File: src/rtl/stage_accum.sv
// Cascade stage accumulator: sums signed leaf values per stage, compares each
// stage sum against its threshold and emits one pass/reject decision per window.
module stage_accum #(
  parameter int W_LEAF            = 14,
  parameter int STAGE_NUM         = 25,
  parameter int W_STAGE_THRESHOLD = 16,
  parameter int W_ACC             = 22,
  localparam int W_STAGE          = $clog2(STAGE_NUM)
) (
  input  logic                         clk,
  input  logic                         rst,
  input  logic                         din_valid,
  output logic                         din_ready,
  input  logic [W_LEAF-1:0]            din_data,
  input  logic                         din_eot,
  output logic [W_STAGE-1:0]           stage_idx,
  input  logic [W_STAGE_THRESHOLD-1:0] stage_threshold,
  output logic                         res_valid,
  input  logic                         res_ready,
  output logic                         res_detect,
  output logic [W_STAGE-1:0]           res_stage
);

  localparam int W_CMP = ((W_ACC > W_STAGE_THRESHOLD) ? W_ACC : W_STAGE_THRESHOLD) + 1;
  localparam logic [W_STAGE-1:0] LAST = W_STAGE'(STAGE_NUM - 1);

  typedef enum logic {ACCUM, DRAIN} state_t;
  state_t state;

  logic [W_ACC-1:0]        acc;
  logic [W_ACC-1:0]        leaf_ext;
  logic [W_ACC-1:0]        sum;
  logic signed [W_CMP-1:0] sum_cmp;
  logic signed [W_CMP-1:0] thr_cmp;
  logic                    pass;
  logic                    stage_last;
  logic [W_STAGE-1:0]      stage_next;
  logic                    beat;

  assign leaf_ext   = {{(W_ACC - W_LEAF){din_data[W_LEAF-1]}}, din_data};
  assign sum        = acc + leaf_ext;
  // Both operands widened one bit past the larger width so the signed compare cannot wrap.
  assign sum_cmp    = {{(W_CMP - W_ACC){sum[W_ACC-1]}}, sum};
  assign thr_cmp    = {{(W_CMP - W_STAGE_THRESHOLD){stage_threshold[W_STAGE_THRESHOLD-1]}},
                       stage_threshold};
  assign pass       = sum_cmp >= thr_cmp;
  assign stage_last = stage_idx == LAST;
  assign stage_next = stage_last ? '0 : stage_idx + W_STAGE'(1);

  assign din_ready  = (state == DRAIN) | ~res_valid | res_ready;
  assign beat       = din_valid & din_ready;

  always_ff @(posedge clk) begin
    if (rst) begin
      state      <= ACCUM;
      acc        <= '0;
      stage_idx  <= '0;
      res_valid  <= 1'b0;
      res_detect <= 1'b0;
      res_stage  <= '0;
    end else begin
      // A result loaded below overrides this clear, giving back-to-back decisions.
      if (res_valid && res_ready) res_valid <= 1'b0;
      if (beat) begin
        unique case (state)
          ACCUM: begin
            if (!din_eot) begin
              acc <= sum;
            end else begin
              acc       <= '0;
              stage_idx <= stage_next;
              if (!pass || stage_last) begin
                res_valid  <= 1'b1;
                res_detect <= pass;
                res_stage  <= stage_idx;
              end
              if (!pass && !stage_last) state <= DRAIN;
            end
          end
          DRAIN: begin
            if (din_eot) begin
              stage_idx <= stage_next;
              if (stage_last) state <= ACCUM;
            end
          end
          default: state <= ACCUM;
        endcase
      end
    end
  end

endmodule

File: config.mk
export PLATFORM = sky130hd
export DESIGN_NAME = stage_accum
export DESIGN_NICKNAME = d
export VERILOG_FILES = /design/src/rtl/stage_accum.sv
export SDC_FILE = /design/constraint.sdc
export NUM_CORES = 1
export LEC_CHECK = 0
export CAP_MARGIN = 40
export CORE_ASPECT_RATIO = 0.6
export CORE_UTILIZATION = 48
export DETAILED_ROUTE_END_ITERATION = 10
export HOLD_SLACK_MARGIN = 0.12
export PLACE_DENSITY = 0.71
export SLEW_MARGIN = 20
export SYNTH_ARGS = -nofsm -noshare
export SYNTH_HDL_FRONTEND = slang
export SYNTH_SLANG_ARGS = --single-unit
File: constraint.sdc
create_clock -name clk -period 4.9 [get_ports clk]
set_input_delay 0.98 -clock clk [delete_from_list [all_inputs] [get_ports clk]]
set_output_delay 0.98 -clock clk [all_outputs]
set_load 0.01 [all_outputs]
==> results of run 1 <==
==> power breakdown <==
group | internal [W] | switching (W)
logic | 0.000302 | 0.000302
registers | 0.000309 | 0.0000154
clock network | 0.000154 | 0.000129
total | 0.000765 | 0.000446
==> synth_stat cells, types with 9 or more instances <==
cell and count:
nor2_1 35, a21oi_1 32, ha_1 45, xnor2_1 12, o21ai_0 15, nand2b_1 15, a21o_1 9, inv_1 30
xor2_1 9, clkbuf_1 12, dfxtp_1 35, nor3_1 10, nand2_1 23
==> logic make-up after synthesis <==
| kind of cell | after synthesis |
|---|---|
| and+or+nand+nor | 117 |
| DFF | 35 |
| buffers and inverters | 44 |
| AOI/OAI and AO/OA | 111 |
| xor gates and xnor gates | 22 |
| adders and majority gates | 46 |
| muxes | 9 |
==> worst reg2reg max path: stages, from the launching register on <==
cell	delay, ns
dfxtp_1	0.35
ha_2	0.18
inv_2	0.04
fa_2	0.37
nor2b_2	0.16
o31a_1	0.24
o41ai_2	0.10
o21ai_1	0.22
a311oi_1	0.12
a311o_1	0.36
ha_1	0.20
a21o_1	0.17
a21o_1	0.19
a2111oi_2	0.35
and3_1	0.25
xnor2_2	0.13
a21o_2	0.24
mux2i_1	0.21
==> per-layer routing <==
| metal | GRT usage | vias up | wire, um |
|---|---|---|---|
| met4 | 0.0282 | 0 | 53 |
| li1 | - | 1602 | - |
| met5 | 0 | - | 0 |
| met2 | 0.407 | 94 | 3700 |
| met3 | 0.0490 | 6 | 559 |
| met1 | 0.374 | 1472 | 4380 |
==> repair_timing <==
action	CTS	global route
endpoints found under the setup margin	5	8
pin swaps	0	21
buffers inserted	0	4
resized for setup	1	21
==> state kept, by name, summed over array words and instances, names as in the netlist <==
signal	count
res_valid	1
state	1
res_stage	5
acc	22
res_detect	1
stage_idx	5
==> final timing paths <==
check / cells past startpoint / slack [ns] / endpoint
setup / recovery: 17 / 0.16 / res_stage[0]
setup reg to reg: 17 / 0.96 / res_stage[0]
hold / removal: 1 / 0.47 / acc[20]
hold reg to reg: 1 / 0.47 / acc[20]
==> through the flow <==
step / worst slack [ns] / TNS (ns) / cells / power, W / util
3_5_place_dp: -0.307 / -1.78 / 558 / 0.000889 / 0.656
3_3_place_gp: -0.208 / -1.19 / 556 / 0.000871 / 0.652
5_1_grt: -0.0715 / -0.241 / 570 / 0.00129 / 0.690
4_1_cts: 0.0343 / 0 / 566 / 0.00117 / 0.675
2_1_floorplan: 0.380 / 0 / 384 / 0.000665 / -
6_report: 0.156 / 0 / 570 / 0.00121 / 0.690
==> final cells by class <==
cell class              count  share of cell area
clock inverters             3              0.0109
repair buffers            108               0.220
multi-input cells         305               0.537
clock buffers               5              0.0162
well taps                  84              0.0247
inverters                  30              0.0265
flip-flops and latches     35               0.165
==> results.ini, run 1 <==
[route]
drt_iter0_drc = 184
routedWlPerCell_um = 15.2
drt-total-wl_um = 8690
via_count = 3174
first_pass_iters = 5
drc = 0
ant_nets = 0
viasPerCell = 5.57

[clock_network]
clk_latency_ns = 0.29
cts-htree-levels = 2
cts_buffer_depth = 2
root_buffer = clkbuf_8
clk_pin_slew_worst_paths_ns = 0.09
cts_tree = built
cts_hold_buf = 0
numCtsBuffers = 5
clock_sinks = 35

[status]
status = finished, final reports clean

[synth]
synthCells = 384
synth_seq_area_share = 0.227
yosys.area_share.simple = 0.190
syn-num-nets = 465
ys_ff_latch = 35
synth-xor-area-share = 0.0650
yosys.area_share.adder = 0.189
synth_edf_count = 0
synth_cell_types = 55
postSynthAreaPerCell_um2 = 8.03
yosysTopAreaCell = dfxtp_1
synth.area.mux_share = 0.0300
synth_top_family_by_area = compound AO/OA/AOI/OAI gates
syn_area_um2 = 3080
synth_ff_type = dfxtp_1
async_flop_share = 0
yosys.area.top_type_share = 0.227
ys_warn_count = 0
synth_area_leaders = dfxtp_1, ha_1, a21oi_1, nor2_1, inv_1
synth-compound-area-share = 0.245

[cells_and_area]
area_growth_pct = 38.1
multi_input_area_um2 = 2290
seq_area_um2 = 701
diodes = 0
final_common_cell = buf_4
final_area_um2 = 4260
nFillCells = 542
mostFrequentLayoutCells = buf_4, clkdlybuf4s50_1, ha_1
layout.nets = 566
layout-drive-gt1-share = 0.187

[worst_setup_path]
worstPathCellList = clkdlybuf4s50_1 -> ha_1 -> a211oi_2 -> buf_4 -> o21ai_1 -> a32oi_1 -> nor2_1 -> o41a_1 -> xnor2_2 -> ha_1 -> a21o_1 -> a21o_1 -> a2111oi_2 -> and3_1 -> xnor2_2 -> a21o_2 -> mux2i_1
worst_setup_path_end_kind = register
critPathLaunchType = input pin
crit_type = in -> reg
critPathMaxStageDelay_ns = 0.44
arrival_ns = 4.97
cp_slowest_cell = clkdlybuf4s50_1
crit_family = compound AO/OA/AOI/OAI gates
startpoint = din_data[1]
critPathMaxFanout = 5
required_ns = 5.12
cp_num_buf_inv = 2
crit-reg2reg-launch = acc[0]

[timing]
tightest_slew_ns = 0.685
fin_crit_sh = 0.968
slew_headroom = 0.542
hold_viol_final = 0
setup_viol = 0
min_period_ns = 4.74
hold_ws_ns = 0.472
final_max_slew_viol_count = 0
fin_skew_ns = 0.00565
fmax_ghz = 0.211

[placement]
io_buffer_count = 47
gp_congestion = 0.910
place_area_um2 = 4040
hpwl_um = 6660

[min_path]
worstHoldPathType = reg -> reg
min_from = acc[20]

[global_route]
gr-usage-all-layers = 0.258
antenna_found_initial = 0
grt_max_degree = 21
grt-ovfl-total = 0
grt_pass1_vias = 2997
grt_pass1_wl_um = 13800

[floorplanning]
core-area_um2 = 6170
fp.dieH_um = 64.1
fp.dieW_um = 105
initial_core_util = 0.500
die-area_um2 = 6760
core.rowCount = 22
num_io_pins = 48

[flow_run]
maxCapViolations = 0

[pwr]
leakagePower_nw = 1.93
vdd.ir_drop.worst_v = 0.000224
p_per_area_nw_per_um2 = 285

Note: power is estimated with default switching activity, not from simulation.
==> run 2, diff against run 1 <==
--- a/config.mk
+++ b/config.mk
@@ -15,3 +15,4 @@
 export SYNTH_ARGS = -nofsm -noshare
 export SYNTH_HDL_FRONTEND = slang
 export SYNTH_SLANG_ARGS = --single-unit
+export TNS_END_PERCENT = 10
==> constraint.sdc (replaced) <==
create_clock -name clk -period 4.5 [get_ports clk]
set_input_delay 0.9 -clock clk [delete_from_list [all_inputs] [get_ports clk]]
set_output_delay 0.9 -clock clk [all_outputs]
set_load 0.01 [all_outputs]
==> run 2 against run 1 <==
  * The run now ends with setup timing left
  * Via count grew 6.1%
  * Sequential share of layout area shrank 1.7 points
  * Cell count grew 4.4%
  * Register-to-register slack lost 0.60 ns
  * Critical path depth is the same
  * Combinational power grew 26%
  * Sequential power grew 11%
  * Largest power group unchanged
  * Flip-flop and latch count is the same
  * Global-route usage grew 2.0 points
  * Utilization grew 7.8 points
  * First-iteration DRC count grew 3.3%
  * Highest routed layer unchanged
  * Final area grew 11%
==> results.ini, run 2 (synthesized netlist as in run 1, its figures left out) <==
[pwr]
intPower_w = 0.000898
sequentialPowerShare = 0.251
power.switching_w = 0.000538
vdd.ir_drop.worst_v = 0.000151
p_per_area_nw_per_um2 = 303
p_comb_frac = 0.530
p_clk_frac = 0.218
leakagePower_nw = 2.13
swShare = 0.375

[global_route]
grt_max_degree = 27
gr-usage-all-layers = 0.278
antenna_found_initial = 0
grt-ovfl-total = 0
grt_pass1_vias = 3151
grt_pass1_wl_um = 14700

[timing]
min_period_ns = 4.50
fin_ws_ns = -0.000924
fin_crit_sh = 1.00
fmax_ghz = 0.222
fin_setup_tns_ns = -0.000924
tightest_slew_ns = 0.725
fin_skew_ns = 0.00508
hold_viol_final = 0
slew_headroom = 0.516
final_max_slew_viol_count = 0
setup_viol = 1

[floorplanning]
fp.dieW_um = 105
fp.dieH_um = 64.1
initial_core_util = 0.500
num_io_pins = 48
core.rowCount = 22
core-area_um2 = 6170
die-area_um2 = 6760

[worst_setup_path]
arrival_ns = 4.73
crit-reg2reg-launch = acc[0]
ff2ff_path_depth = 18
critPathMaxStageDelay_ns = 0.45
crit_path_end = res_stage[2]
worstPathCellList = clkdlybuf4s50_1 -> ha_4 -> o21ai_0 -> a21oi_2 -> o41ai_4 -> o211ai_1 -> nand2_2 -> o21ai_2 -> xor2_1 -> ha_1 -> nand4_1 -> nor3_2 -> o311ai_1 -> and3_1 -> xnor2_2 -> a21o_4 -> mux2i_1
cp_slowest_cell = clkdlybuf4s50_1
r2r_setup_slack_ns = 0.36
critPathMaxFanout = 6
critPathLaunchType = input pin
rr_endpoint = res_stage[2]
startpoint = din_data[7]
crit_type = in -> reg
worst_setup_path_end_kind = register
required_ns = 4.73

[cells_and_area]
final_common_cell = buf_4
area_growth_pct = 53.8
diodes = 0
mostFrequentLayoutCells = buf_4, clkdlybuf4s50_1, dfxtp_1
postLayoutCoreUtil = 0.769
regMostFlops = acc
layout-drive-gt1-share = 0.295
stdcell_count = 595
largest_reg_flops = 22
layout.nets = 591
reg.largest.list = acc (22), res_stage (5), stage_idx (5)

[clock_network]
cts_buffer_depth = 2
cts_hold_buf = 0
numCtsBuffers = 5
cts_tree = built
clk_pin_slew_worst_paths_ns = 0.09
root_buffer = clkbuf_8
clock_sinks = 35
clk_latency_ns = 0.30
cts-htree-levels = 2

[placement]
place_ws_ns = -0.602
gp_congestion = 0.913
io_buffer_count = 47
dp_cells = 580
hpwl_um = 6730

[status]
status = complete, but fails checks
failed_checks = setup timing

[route]
viasPerCell = 5.66
drc = 0
drt_iter0_drc = 190
ant_nets = 0
via_count = 3369
drt-total-wl_um = 9770
routedWlPerCell_um = 16.4
first_pass_iters = 5

[flow_run]
maxCapViolations = 0

[min_path]
worstHoldPathType = reg -> reg

run 2: cell types whose count changed in the layout (fill, tap and decap cells not counted), moves of 5 or more:
| cell | change |
|---|---|
| buf_4 | +25 |
| ha_1 | -15 |
| ha_4 | +15 |
| clkdlybuf4s50_1 | -10 |
| a21oi_1 | -6 |
| a21oi_2 | +5 |
| dlymetal6s2s_1 | +5 |
run 2: final cells by class:
cell class / instances / area, um^2
Multi-Input combinational cell: 305 / 2580
Clock buffer: 5 / 68.8
Sequential cell: 35 / 701
Tap cell: 84 / 105
Clock inverter: 3 / 47.5
Timing Repair Buffer: 133 / 1120
Inverter: 30 / 113
Fill cell: 465 / 1430
run 2: timing repair:
item	CTS	global route
buffers inserted	5	2
endpoints found under the hold margin	0	0
pin swaps	30	29
setup endpoints to repair	8	8
resized for setup	38	42
run 2: worst min path at each step:
stage	startpoint	end	slack, ns	depth (start not counted)
after detailed placement	acc[20]	acc[20]	0.46	1
after CTS	acc[20]	acc[20]	0.48	1
after global routing	acc[20]	acc[20]	0.51	1
after global placement	acc[20]	acc[20]	0.45	1
final	acc[20]	acc[20]	0.48	1
after floorplan	acc[20]	acc[20]	0.44	1
run 2: layer usage:
layer  GRT usage  wire length (um)  share of wire  up-vias
met5           0                 0              0        -
met4      0.0687               160          0.016        0
met3      0.0469               657          0.067       22
met2       0.444              4370           0.45      124
met1       0.390              4590           0.47     1566
li1            -                 -              -     1657
run 2: through the flow:
| step | total power, W | area, um^2 | hold WS (ns) |
|---|---|---|---|
| CTS | 0.00137 | 4530 | 0.483 |
| global placement | 0.000985 | 4200 | 0.452 |
| global route | 0.00152 | 4740 | 0.506 |
| detailed placement | 0.00100 | 4200 | 0.462 |
| finish | 0.00144 | 4740 | 0.481 |
| floorplan | 0.000724 | 3080 | 0.440 |
run 2: power groups by stage:
stage / clock [W] / combinational, W / sequential [W]
2_1_floorplan: 0 / 0.000366 / 0.000358
3_3_place_gp: 0 / 0.000625 / 0.000360
3_5_place_dp: 0 / 0.000643 / 0.000360
4_1_cts: 0.000313 / 0.000699 / 0.000358
5_1_grt: 0.000326 / 0.000828 / 0.000363
6_report: 0.000313 / 0.000761 / 0.000361
run 2: critical path: cells and delay by family:
| kind | cells | cell delay, ns |
|---|---|---|
| AO/OA/AOI/OAI | 7 | 1.35 |
| AND/OR/NAND/NOR | 4 | 0.94 |
| adder cells (fa/ha/maj) | 2 | 0.61 |
| buffers and inverters | 1 | 0.45 |
| XOR/XNOR | 2 | 0.27 |
| multiplexers | 1 | 0.20 |
